## src/rtl/mlp_pkg.sv

```systemverilog
// rtl/mlp_pkg.sv - shared widths, address field offsets and sequencer state encoding
//
// Purpose: common constants for the MLP layer sequencer and its index counter.
//   Address layout is {layer[1:0], neuron[3:0], in_idx[9:0]}; the bias memory
//   only looks at the upper {layer, neuron} field (bits [15:10]).
// Ports: none (package).

package mlp_pkg;

  localparam int ADDR_W     = 16;
  localparam int LAYER_W    = 2;
  localparam int NEURON_W   = 4;
  localparam int IDX_W      = 10;
  localparam int IDX_LSB    = 0;
  localparam int NEURON_LSB = 10;
  localparam int LAYER_LSB  = 14;
  localparam int MAX_LAYERS = 4;
  localparam int ACT_ADDR_W = LAYER_W + NEURON_W;
  localparam int STATE_W    = 3;

  typedef logic [STATE_W-1:0] state_t;

  localparam logic [STATE_W-1:0] S_IDLE = 3'd0;
  localparam logic [STATE_W-1:0] S_MAC  = 3'd1;
  localparam logic [STATE_W-1:0] S_BIAS = 3'd2;
  localparam logic [STATE_W-1:0] S_ADD  = 3'd3;
  localparam logic [STATE_W-1:0] S_WB   = 3'd4;
  localparam logic [STATE_W-1:0] S_FIN  = 3'd5;

  // Builds the packed weight/bias address from its three fields.
  function automatic logic [ADDR_W-1:0] pack_addr(
    input logic [LAYER_W-1:0]  layer,
    input logic [NEURON_W-1:0] neuron,
    input logic [IDX_W-1:0]    in_idx
  );
    logic [ADDR_W-1:0] a;
    a = '0;
    a[LAYER_LSB  +: LAYER_W]  = layer;
    a[NEURON_LSB +: NEURON_W] = neuron;
    a[IDX_LSB    +: IDX_W]    = in_idx;
    return a;
  endfunction

endpackage

```

## src/rtl/mlp_idx_counter.sv

```systemverilog
// rtl/mlp_idx_counter.sv - nested input/neuron/layer index counter with terminal flags
//
// Purpose: holds the k (input index), n (neuron) and l (layer) counters of the
//   sequencer. Terminal-count flags are looked up from the packed per-layer
//   LAYER_IN / LAYER_OUT parameters using the current layer.
// Ports:
//   clk_i      in   clock
//   reset_i    in   synchronous active-high reset, clears all counters
//   clr_i      in   clear all counters (pass start / pass end)
//   inc_k_i    in   advance the input index
//   adv_i      in   move to the next neuron, or the next layer after the last neuron
//   k_o        out  input index
//   n_o        out  neuron index
//   l_o        out  layer index
//   k_last_o   out  k is the last input of the current layer
//   n_last_o   out  n is the last neuron of the current layer
//   l_last_o   out  l is the last layer

module mlp_idx_counter
  import mlp_pkg::*;
#(
  parameter int unsigned                  N_LAYERS  = 3,
  parameter logic [N_LAYERS*IDX_W-1:0]    LAYER_IN  = {10'd2, 10'd2, 10'd2},
  parameter logic [N_LAYERS*NEURON_W-1:0] LAYER_OUT = {4'd1, 4'd2, 4'd2}
) (
  input  logic                clk_i,
  input  logic                reset_i,
  input  logic                clr_i,
  input  logic                inc_k_i,
  input  logic                adv_i,
  output logic [IDX_W-1:0]    k_o,
  output logic [NEURON_W-1:0] n_o,
  output logic [LAYER_W-1:0]  l_o,
  output logic                k_last_o,
  output logic                n_last_o,
  output logic                l_last_o
);

  logic [IDX_W-1:0]    k_q, k_d;
  logic [NEURON_W-1:0] n_q, n_d;
  logic [LAYER_W-1:0]  l_q, l_d;
  logic [IDX_W-1:0]    k_lim;
  logic [NEURON_W-1:0] n_lim;

  // Per-layer sizes for the layer currently being walked.
  always_comb begin
    k_lim = '0;
    n_lim = '0;
    for (int j = 0; j < int'(N_LAYERS); j++) begin
      if (l_q == LAYER_W'(j)) begin
        k_lim = LAYER_IN[j*IDX_W +: IDX_W];
        n_lim = LAYER_OUT[j*NEURON_W +: NEURON_W];
      end
    end
  end

  assign k_last_o = (k_q == k_lim - IDX_W'(1));
  assign n_last_o = (n_q == n_lim - NEURON_W'(1));
  assign l_last_o = (l_q == LAYER_W'(N_LAYERS - 1));

  // Advancing past the last neuron of the last layer holds the counters;
  // the FSM never asks for that and clears them on the way back to idle.
  always_comb begin
    k_d = k_q;
    n_d = n_q;
    l_d = l_q;
    if (clr_i) begin
      k_d = '0;
      n_d = '0;
      l_d = '0;
    end else if (adv_i) begin
      k_d = '0;
      if (!n_last_o) begin
        n_d = n_q + NEURON_W'(1);
      end else if (!l_last_o) begin
        n_d = '0;
        l_d = l_q + LAYER_W'(1);
      end
    end else if (inc_k_i) begin
      k_d = k_q + IDX_W'(1);
    end
  end

  always_ff @(posedge clk_i) begin
    if (reset_i) begin
      k_q <= '0;
      n_q <= '0;
      l_q <= '0;
    end else begin
      k_q <= k_d;
      n_q <= n_d;
      l_q <= l_d;
    end
  end

  assign k_o = k_q;
  assign n_o = n_q;
  assign l_o = l_q;

endmodule

```

## src/rtl/mlp_layer_sequencer.sv

```systemverilog
// rtl/mlp_layer_sequencer.sv - sequences one MLP inference pass over layers, neurons and inputs
//
// Purpose: walks every (layer, neuron, input) triple, drives the shared
//   weight/bias address and strobes the MAC, bias-add and activation-write
//   datapath. Neurons are processed strictly one after another, so a layer only
//   reads activations after the previous layer's final write.
// Ports:
//   clk_i        in   1   clock, rising edge
//   reset_i      in   1   synchronous active-high reset; aborts a pass immediately
//   start_i      in   1   start a pass; only sampled while idle
//   busy_o       out  1   pass in progress (not asserted in the done cycle)
//   done_o       out  1   one-cycle pulse after the last activation write
//   mem_addr_o   out  16  {layer, neuron, in_idx} weight/bias address
//   mac_clr_o    out  1   clear accumulator, with the first mac_en of a neuron
//   mac_en_o     out  1   weight/input at memory outputs valid, accumulate
//   bias_add_o   out  1   bias value valid, add to accumulator
//   act_we_o     out  1   write ReLU(accumulator) to the activation buffer
//   act_addr_o   out  6   activation write address {layer, neuron}

module mlp_layer_sequencer
  import mlp_pkg::*;
#(
  parameter int unsigned                  N_LAYERS  = 3,
  parameter logic [N_LAYERS*IDX_W-1:0]    LAYER_IN  = {10'd2, 10'd2, 10'd2},
  parameter logic [N_LAYERS*NEURON_W-1:0] LAYER_OUT = {4'd1, 4'd2, 4'd2}
) (
  input  logic                  clk_i,
  input  logic                  reset_i,
  input  logic                  start_i,
  output logic                  busy_o,
  output logic                  done_o,
  output logic [ADDR_W-1:0]     mem_addr_o,
  output logic                  mac_clr_o,
  output logic                  mac_en_o,
  output logic                  bias_add_o,
  output logic                  act_we_o,
  output logic [ACT_ADDR_W-1:0] act_addr_o
);

  // Parameter legality. Field widths already cap inputs at 1023 and neurons at 15.
  if (N_LAYERS < 1 || N_LAYERS > MAX_LAYERS) begin : g_bad_layers
    $error("mlp_layer_sequencer: N_LAYERS must be 1..4");
  end
  for (genvar g = 0; g < int'(N_LAYERS); g++) begin : g_chk
    if (LAYER_IN[g*IDX_W +: IDX_W] == '0) begin : g_bad_in
      $error("mlp_layer_sequencer: LAYER_IN entry must be 1..1023");
    end
    if (LAYER_OUT[g*NEURON_W +: NEURON_W] == '0) begin : g_bad_out
      $error("mlp_layer_sequencer: LAYER_OUT entry must be 1..15");
    end
  end

  state_t state_q, state_d;
  logic   mac_en_q, mac_en_d;
  logic   mac_clr_q, mac_clr_d;

  logic                cnt_clr;
  logic                cnt_inc_k;
  logic                cnt_adv;
  logic [IDX_W-1:0]    k;
  logic [NEURON_W-1:0] n;
  logic [LAYER_W-1:0]  l;
  logic                k_last;
  logic                n_last;
  logic                l_last;

  mlp_idx_counter #(
    .N_LAYERS  (N_LAYERS),
    .LAYER_IN  (LAYER_IN),
    .LAYER_OUT (LAYER_OUT)
  ) u_idx (
    .clk_i    (clk_i),
    .reset_i  (reset_i),
    .clr_i    (cnt_clr),
    .inc_k_i  (cnt_inc_k),
    .adv_i    (cnt_adv),
    .k_o      (k),
    .n_o      (n),
    .l_o      (l),
    .k_last_o (k_last),
    .n_last_o (n_last),
    .l_last_o (l_last)
  );

  always_comb begin
    state_d   = state_q;
    cnt_clr   = 1'b0;
    cnt_inc_k = 1'b0;
    cnt_adv   = 1'b0;
    case (state_q)
      S_IDLE: begin
        if (start_i) begin
          state_d = S_MAC;
          cnt_clr = 1'b1;
        end
      end
      S_MAC: begin
        if (k_last) begin
          state_d = S_BIAS;
        end else begin
          cnt_inc_k = 1'b1;
        end
      end
      S_BIAS: state_d = S_ADD;
      S_ADD:  state_d = S_WB;
      S_WB: begin
        if (n_last && l_last) begin
          state_d = S_FIN;
        end else begin
          cnt_adv = 1'b1;
          state_d = S_MAC;
        end
      end
      S_FIN: begin
        state_d = S_IDLE;
        cnt_clr = 1'b1;
      end
      default: state_d = S_IDLE;
    endcase
  end

  // The weight memory answers one cycle after an address is presented, so the
  // MAC strobes are the "address valid" condition delayed by one cycle. That
  // puts the final mac_en of a neuron in the BIAS cycle.
  assign mac_en_d  = (state_q == S_MAC);
  assign mac_clr_d = (state_q == S_MAC) && (k == '0);

  always_ff @(posedge clk_i) begin
    if (reset_i) begin
      state_q   <= S_IDLE;
      mac_en_q  <= 1'b0;
      mac_clr_q <= 1'b0;
    end else begin
      state_q   <= state_d;
      mac_en_q  <= mac_en_d;
      mac_clr_q <= mac_clr_d;
    end
  end

  // BIAS presents the {layer, neuron} field so the registered bias memory
  // output is ready in ADD; the address is then held through WB.
  always_comb begin
    mem_addr_o = '0;
    case (state_q)
      S_MAC:               mem_addr_o = pack_addr(l, n, k);
      S_BIAS, S_ADD, S_WB: mem_addr_o = pack_addr(l, n, '0);
      default:             mem_addr_o = '0;
    endcase
  end

  assign busy_o     = (state_q != S_IDLE) && (state_q != S_FIN);
  assign done_o     = (state_q == S_FIN);
  assign mac_en_o   = mac_en_q;
  assign mac_clr_o  = mac_clr_q;
  assign bias_add_o = (state_q == S_ADD);
  assign act_we_o   = (state_q == S_WB);
  assign act_addr_o = (state_q == S_WB) ? {l, n} : '0;

endmodule

```

## config.mk

```make
export PLATFORM = sky130hd
export DESIGN_NAME = mlp_layer_sequencer
export DESIGN_NICKNAME = d
export VERILOG_FILES = /design/src/rtl/mlp_pkg.sv /design/src/rtl/mlp_idx_counter.sv /design/src/rtl/mlp_layer_sequencer.sv
export SDC_FILE = /design/constraint.sdc
export NUM_CORES = 1
export LEC_CHECK = 0
export ABC_AREA = 1
export BUFFER_PORTS_ARGS = -buffer_cell sky130_fd_sc_hd__buf_2
export CAP_MARGIN = 25
export CORE_ASPECT_RATIO = 0.6
export CORE_MARGIN = 4
export CORE_UTILIZATION = 40
export CTS_CLUSTER_DIAMETER = 80
export DETAILED_ROUTE_END_ITERATION = 6
export HOLD_SLACK_MARGIN = 0.08
export PLACE_DENSITY = 0.69
export SLEW_MARGIN = 10
export SYNTH_ARGS = -nofsm -noshare
export SYNTH_HDL_FRONTEND = slang
export SYNTH_SLANG_ARGS = --single-unit
```

## constraint.sdc

```tcl
create_clock -name clk_i -period 3.87 [get_ports clk_i]
set_input_delay 0 -clock clk_i [delete_from_list [all_inputs] [get_ports clk_i]]
set_output_delay 0 -clock clk_i [all_outputs]
set_load 0.02 [all_outputs]
```

==> results of run 1 <==
logic make-up after synthesis:
logic type	synth area share
AND/OR/NAND/NOR	0.433
buffers and inverters	0.0952
AO/OA/AOI/OAI	0.0935
flip-flops	0.285
XOR/XNOR	0.0416
adder cells (fa/ha/maj)	0.0510
power breakdown:
group	switching (mW)	leakage (nW)	internal, mW
sequential	0.0108	0.170	0.227
combinational	0.113	0.606	0.0454
clock	0.0810	0.0217	0.0730
area by class of cell:
cell class              instances  area, sq um
fillers                       344         1650
multi-input cells             170          912
flip-flops and latches         21          420
repair buffers                 32          170
inverters                      33          124
well taps                      45         56.3
clock buffers                   3         41.3
clock inverters                 1         7.51
per-stage QoR:
stage / cell area [sq um] / util / hold WS, ns / setup WS [ns]
2_1_floorplan: 1470 / - / 0.0800 / 2.38
3_3_place_gp: 1660 / 0.491 / 0.232 / 2.04
5_1_grt: 1730 / 0.512 / 0.519 / 1.71
3_5_place_dp: 1660 / 0.491 / 0.236 / 2.06
6_report: 1730 / 0.512 / 0.494 / 1.85
4_1_cts: 1730 / 0.512 / 0.488 / 1.88
cell usage after synthesis, drive strengths merged (2+ instances only):
cell,instances
nand2,60
nor2,48
inv,33
dfxtp,21
nand3,16
a21oi,13
ha,6
xor2,6
nor3,5
nand4,3
o21ai,3
buf,2
nand3b,2
state kept, by name (all words and copies together) (netlist names):
signal	cells
u_idx.k_o	10
mac_en_o	1
state_q	3
mac_clr_o	1
u_idx.n_o	4
u_idx.l_o	2
critical path: stages, from the launching register on:
cell and delay, ns:
dfxtp_1 0.33, inv_1 0.10, nand2_2 0.07, nor2_2 0.43
inv_1 0.35, nor2_1 0.25, buf_2 0.20
per-layer routing:
metal | wire length (um) | vias up
li1 | - | 780
met1 | 2000 | 669
met2 | 1440 | 32
met3 | 245 | 4
met4 | 30 | 0
met5 | 0 | -
worst min-delay path by stage:
stage,cells after the start,slack [ns],startpoint,end
floorplan,1,0.08,reset_i,mac_en_o
global placement,2,0.23,reset_i,mac_en_o
detailed placement,2,0.24,reset_i,mac_en_o
CTS,3,0.49,reset_i,mac_en_o
global route,3,0.52,reset_i,mac_en_o
finish,2,0.49,u_idx.k_o[6],u_idx.k_o[6]
timing repair:
action | in CTS | in global routing
buffers inserted | 0 | 0
hold buffers | 2 | 0
hold endpoints to repair | 5 | 0
setup endpoints to repair | 0 | 0
==> impl_results.md, run 1 <==
* Status: finished, final reports clean
* Leading area contributor after synthesis: dfxtp_1
* First-pass GRT wire length at 6.15 mm
* Post-synth top flop: dfxtp_1
* Avg Vias per Cell at 4.87
* CORE AREA at 3380 sq um
* Initial core utilization at 0.435
* Highest clock rate at 0.495 GHz
* Chip width at 86.3 um
* Slew headroom at 0.639
* Total global-route track usage at 0.169
* Cells after DPL at 299
* IO Count at 31
* Crit Path Class: reg2out
* Synthesized Nets at 235
* Die Area at 4750 sq um
* HP Class: reg2reg
* R2r endpoint: u_idx.k_o[0]
* Clock Latency Late Sink at 0.27 ns
* Cell Rows at 16
* Synthesized area at 1470 sq um
* Total CTS buffers at 3
* R2R cell count at 8
* Crit path max fanout at 12
* Die extent in y at 55 um
* Vias in the first global route at 1316
* CTS Buffer Depth at 2
* Busiest metal layer after global routing: met1
* Share of cells above drive strength 1 at 0.242
* Final Slew Violations at 0
* Total power at 550 uW
* M3 GR Usage at 0.0503
* Final hold violations at 0
* Post-CTS Resized at 0
* Commonest cells after routing, fill and taps aside: 48 x nand2_1, 46 x nor2_1, 30 x buf_2
* Tcrit/Tclk final at 0.522
* RSZ-0062 raised after global routing: false
* H-Tree Depth at 1
* Ys async rst share at 0
* CTS Root Cell: clkbuf_8
* Worst setup startpoint: state_q[1]
* GRT overflow at 0
* Synthesized flop and latch total at 21
* Crit path to: mem_addr_o[0]
* Drt total wl at 3.71 mm
* Routed wire per std cell at 12.2 um
* Met2 Use GR at 0.236
* CTS tree: built
* Clock sinks at 21
* Top cell type's share of synthesized area at 0.285
* Antenna Nets Post-Route at 0
* Setup Viol. Count Final at 0
* Worst endpoint required time at 3.87 ns
* Worst setup EP type: output pin
* Final min period at 2.02 ns
* Synth Instances at 226
* Most common cell after layout, fill and taps aside: nand2_1
* Yosys warnings at 0
* Setup TNS Final at 0 ns
* Post-synth cell types at 31
* Post-synth EDFFs at 0
* Power Density at 318 nW/um^2
* Synth area leaders: dfxtp_1 29%, nand2_1 12%, nor2_1 12%
* Lkg Pwr at 0.798 nW
* P&R area growth vs syn at 17.6%
* Avg Inst Size Synth at 6.52 sq um
* Reg-to-reg setup timing slack at 2.00 ns
* NumNets Final at 270
* Post-synthesis sequential area ratio at 0.285
* Largest net degree at the start of global routing at 14
* # port buffers at 30
* Layout Cells excl Fill at 305
* RePlAce Congestion at 0.892
* Clock slew at reported path FFs at 0.08 ns
* R2R Path Start: state_q[1]
* Slew of the pin with the lowest slew margin at 0.540 ns
* Drt pass-1 iters at 4
* Drt drc at 0
* Worst VDD drop at 0.186 mV
* DP HPWL at 2.89 mm
* Max_cap viols at 0
* Arrival @ worst endpoint at 2.02 ns
* GR Util met1 at 0.251
* CP Launch Type: flop
* # diodes at 0
* Initial antenna violation count at 0
* Worst Skew at 0.00406 ns
* First-iteration detailed-routing DRC count at 126
* Routed vias at 1485
Power figures use the tool's default switching activity.
==> run 2, diff against run 1 <==
--- a/config.mk
+++ b/config.mk
@@ -14,7 +14,7 @@
 export CTS_CLUSTER_DIAMETER = 80
 export DETAILED_ROUTE_END_ITERATION = 6
 export HOLD_SLACK_MARGIN = 0.08
-export PLACE_DENSITY = 0.69
+export PLACE_DENSITY = 0.71
 export SLEW_MARGIN = 10
 export SYNTH_ARGS = -nofsm -noshare
 export SYNTH_HDL_FRONTEND = slang
==> constraint.sdc (replaced) <==
create_clock -name clk_i -period 1.7 [get_ports clk_i]
set_input_delay 0 -clock clk_i [delete_from_list [all_inputs] [get_ports clk_i]]
set_output_delay 0 -clock clk_i [all_outputs]
set_load 0.02 [all_outputs]
==> impl_results.md, run 2 (synthesis results as in run 1) <==
* Hold wc startpoint: start_i
* # diodes at 0
* Total global-route track usage at 0.158
* CP Launch Type: flop
* Status: finished, final reports clean
* Final Slew Violations at 0
* CTS Buffer Depth at 2
* Antenna Nets Post-Route at 0
* NumNets Final at 272
* Setup Viol. Count Final at 0
* # port buffers at 30
* Worst Skew at 0.00450 ns
* Slew headroom at 0.827
* Total power at 1.26 mW
* Avg Vias per Cell at 4.83
* Clock Latency Late Sink at 0.26 ns
* Max_cap viols at 0
* Reg-to-reg setup timing slack at 0.11 ns
* Share of cells above drive strength 1 at 0.263
* Drt total wl at 3.66 mm
* GR Util met1 at 0.247
* Highest clock rate at 0.629 GHz
* R2r endpoint: u_idx.k_o[5]
* Clock slew at reported path FFs at 0.08 ns
* CTS tree: built
* Vias in the first global route at 1220
* RePlAce Congestion at 0.938
* Worst setup startpoint: u_idx.l_o[1]
* Fill cells at 341
* Final min period at 1.59 ns
* CTS Root Cell: clkbuf_8
* IO Count at 31
* P&R area growth vs syn at 18.7%
* Worst endpoint required time at 1.86 ns
* M3 GR Usage at 0.0459
* H-Tree Depth at 1
* HP Class: in2reg
* Met2 Use GR at 0.208
* Commonest cells after routing, fill and taps aside: 48 x nand2_1, 44 x nor2_1, 30 x buf_2
* Drt drc at 0
* Drt pass-1 iters at 5
* DP HPWL at 2.94 mm
* Tcrit/Tclk final at 0.935
* Crit path max fanout at 9
* RSZ-0062 raised after global routing: true
* Busiest metal layer after global routing: met1
* Worst setup EP type: flop
* Power Density at 721 nW/um^2
* Post-Place Setup Slack at 0.0487 ns
* WHS at 0.105 ns
* Slew of the pin with the lowest slew margin at 0.258 ns
* Largest register FFs at 10
* Total CTS buffers at 3
* Routed wire per std cell at 11.9 um
* R2R Path Start: u_idx.l_o[1]
* Initial core utilization at 0.435
* Final hold violations at 0
* GRT overflow at 0
* Arrival @ worst endpoint at 1.75 ns
* Most common cell after layout, fill and taps aside: nand2_1
* Clock sinks at 21
* Worst VDD drop at 0.501 mV
* First-iteration detailed-routing DRC count at 149
* Crit Path Class: reg2reg
* Setup repair bufs after CTS at 0
* Lkg Pwr at 0.806 nW
* R2R cell count at 10
* CORE AREA at 3380 sq um
* Chip width at 86.3 um
* Cell Rows at 16
* Crit path to: u_idx.k_o[5]
* First-pass GRT wire length at 5.78 mm
* Die extent in y at 55 um
* Largest net degree at the start of global routing at 12
* Die Area at 4750 sq um
* Initial antenna violation count at 0
* Fin worst setup slack at 0.110 ns
* Routed vias at 1482
==> run 2: how the worst min path moves through the flow <==
stage	depth (start not counted)	end	slack [ns]
2_1_floorplan	1	mac_en_o	0.08
3_3_place_gp	2	mac_en_o	0.19
3_5_place_dp	2	mac_en_o	0.20
4_1_cts	4	state_q[1]	0.10
5_1_grt	4	state_q[1]	0.11
6_report	4	state_q[1]	0.10
==> run 2: timing repair <==
item                                    CTS  global route
endpoints found under the setup margin    0            28
hold buffers                              1             0
gates resized for setup                   0             4
hold endpoints to repair                  2             0
==> run 2: layout make-up <==
type                       count  area (sq um)  share of cell area
inverter                      33           124              0.0709
tap                           45          56.3              0.0322
timing repair buffer          34           183               0.105
clock buffer                   4          45.0              0.0258
multi-input combinational    170           920               0.526
sequential                    21           420               0.241
==> run 2: through the flow <==
step                      TNS [ns]  instances  utilization  area [sq um]
after floorplan                  0        226            -          1470
after global placement           0        302        0.498          1690
after detailed placement         0        302        0.498          1690
after CTS                        0        307        0.514          1740
after global routing       -0.0701        307        0.517          1750
final                            0        307        0.517          1750
==> run 2: metal layers <==
layer  vias up  wire length, um
li1        779                -
met1       634             2040
met2        67             1290
met3         2              317
met4         0               10
met5         -                0
==> run 2: critical path: stages, from the launching register on <==
cell and delay [ns]:
dfxtp_1 0.39, ha_2 0.29, inv_2 0.09, nand3_1 0.10, nand2_2 0.10, nand4_2 0.13, nand2_2 0.08, nand2_4 0.15
inv_2 0.06, nand2_1 0.06, nor2_1 0.03
==> run 2: power by group <==
| part | internal [mW] | total, mW | switching, mW | leakage [nW] |
|---|---|---|---|---|
| clock | 0.167 | 0.329 | 0.162 | 0.0228 |
| sequential | 0.517 | 0.539 | 0.0217 | 0.170 |
| combinational | 0.125 | 0.392 | 0.267 | 0.613 |
| total | 0.809 | 1.26 | 0.451 | 0.806 |
==> run 3, diff against run 2 <==
--- a/config.mk
+++ b/config.mk
@@ -8,13 +8,15 @@
 export ABC_AREA = 1
 export BUFFER_PORTS_ARGS = -buffer_cell sky130_fd_sc_hd__buf_2
 export CAP_MARGIN = 25
+export CELL_PAD_IN_SITES_DETAIL_PLACEMENT = 0
+export CELL_PAD_IN_SITES_GLOBAL_PLACEMENT = 2
 export CORE_ASPECT_RATIO = 0.6
 export CORE_MARGIN = 4
-export CORE_UTILIZATION = 40
+export CORE_UTILIZATION = 26
 export CTS_CLUSTER_DIAMETER = 80
 export DETAILED_ROUTE_END_ITERATION = 6
 export HOLD_SLACK_MARGIN = 0.08
-export PLACE_DENSITY = 0.71
+export PLACE_DENSITY = 0.82
 export SLEW_MARGIN = 10
 export SYNTH_ARGS = -nofsm -noshare
 export SYNTH_HDL_FRONTEND = slang
==> impl_results.md, run 3 (synthesis results as in run 1) <==
* Status: finished, final reports clean
* Max_cap viols at 0
* Final hold violations at 0
* Routed wire per std cell at 12.6 um
* Drt pass-1 iters at 4
* Drt drc at 0
* Largest net degree at the start of global routing at 13
* Clock slew at reported path FFs at 0.08 ns
* DP HPWL at 3.31 mm
* Fill cells at 592
* First-pass GRT wire length at 7.05 mm
* Lkg Pwr at 0.814 nW
* P&R area growth vs syn at 22.0%
* Cell Rows at 20
* Initial antenna violation count at 0
* Antenna Nets Post-Route at 0
* Total global-route track usage at 0.125
* Vias in the first global route at 1399
* Slew of the pin with the lowest slew margin at 0.303 ns
* Die extent in y at 66.3 um
* Die Area at 6970 sq um
* HP Class: in2reg
* Crit Path Class: reg2reg
* # diodes at 0
* Arrival @ worst endpoint at 1.79 ns
* H-Tree Depth at 1
* # port buffers at 30
* Highest clock rate at 0.630 GHz
* Initial core utilization at 0.280
* Most common cell after layout, fill and taps aside: nand2_1
* Total CTS buffers at 3
* Final Slew Violations at 0
* Worst VDD drop at 0.279 mV
* Worst setup EP type: flop
* Area of the multi-input gates at 932 sq um
* RePlAce Congestion at 0.793
* Setup TNS Final at 0 ns
* Final min period at 1.59 ns
* CTS Buffer Depth at 2
* Power Density at 709 nW/um^2
* CP Launch Type: flop
* Clock Latency Late Sink at 0.26 ns
* IO Count at 31
* Avg Vias per Cell at 4.57
* Slew headroom at 0.798
* Worst Skew at 0.00680 ns
* NumNets Final at 273
* Fin area at 1800 sq um
* Crit path max fanout at 9
* Worst endpoint required time at 1.90 ns
* Largest register FFs at 10
* Chip width at 105 um
* Drt total wl at 4.14 mm
* Post-layout util at 0.342
* Tcrit/Tclk final at 0.934
* WHS at 0.101 ns
* RSZ-0062 raised after global routing: true
* CORE AREA at 5260 sq um
* Clock sinks at 21
* Register area at 422 sq um
* Cells after DPL at 324
* Post-placement cell area at 1720 sq um
* Routed vias at 1502
* Layout Cells excl Fill at 329
* Setup Viol. Count Final at 0
* Commonest cells after routing, fill and taps aside: 48 x nand2_1, 43 x nor2_1, 30 x buf_2
* Share of cells above drive strength 1 at 0.274
* GRT overflow at 0
* CTS tree: built
* First-iteration detailed-routing DRC count at 91
* CTS Root Cell: clkbuf_8
[run 3: final cells by class]
type,count,share of cell area
well taps,66,0.0460
repair buffers,35,0.106
flip-flops and latches,21,0.235
clock buffers,3,0.0230
inverters,33,0.0689
clock inverters,1,0.00279
multi-input cells,170,0.519
[run 3: power by group]
part           internal [mW]  switching (mW)
Combinational          0.127           0.270
Clock                  0.163           0.172
Sequential             0.517          0.0237
Total                  0.808           0.467
[run 3: worst paths after layout]
| path | end | slack (ns) | cells past startpoint | startpoint |
|---|---|---|---|---|
| worst min-delay path | u_idx.l_o[0] | 0.10 | 4 | start_i |
| worst max-delay path | u_idx.k_o[3] | 0.11 | 10 | u_idx.l_o[1] |
| worst max register to register | u_idx.k_o[3] | 0.11 | 10 | u_idx.l_o[1] |
| worst min register to register | u_idx.k_o[6] | 0.49 | 2 | u_idx.k_o[6] |
[run 3: metrics by stage]
step,worst slack (ns),total power [mW]
after floorplan,0.214,0.834
after global placement,-0.0187,0.949
after detailed placement,0.0358,0.942
after CTS,0.00170,1.29
after global routing,-0.0446,1.37
final,0.113,1.27
[run 3: worst max-delay path, stage by stage (launching register included)]
cell	delay (ns)
dfxtp_1	0.37
ha_4	0.21
inv_2	0.10
nand3_1	0.10
nand2_2	0.12
nand4_2	0.17
nand2_2	0.12
nand2_4	0.11
inv_2	0.10
nand2_1	0.05
nor2_1	0.08
[run 3: what timing repair did]
item | CTS | global route
setup buffers | 0 | 0
endpoints found under the hold margin | 1 | 0
endpoints found under the setup margin | 0 | 23
hold buffers | 1 | 0
resized for setup | 0 | 6
[run 3: layer usage]
layer | vias up | part of all wire | track usage
met3 | 2 | 0.057 | 0.0332
met4 | 0 | 0.0065 | 0.0245
met1 | 666 | 0.57 | 0.198
met5 | - | 0 | 0
li1 | 786 | - | -
met2 | 48 | 0.36 | 0.161
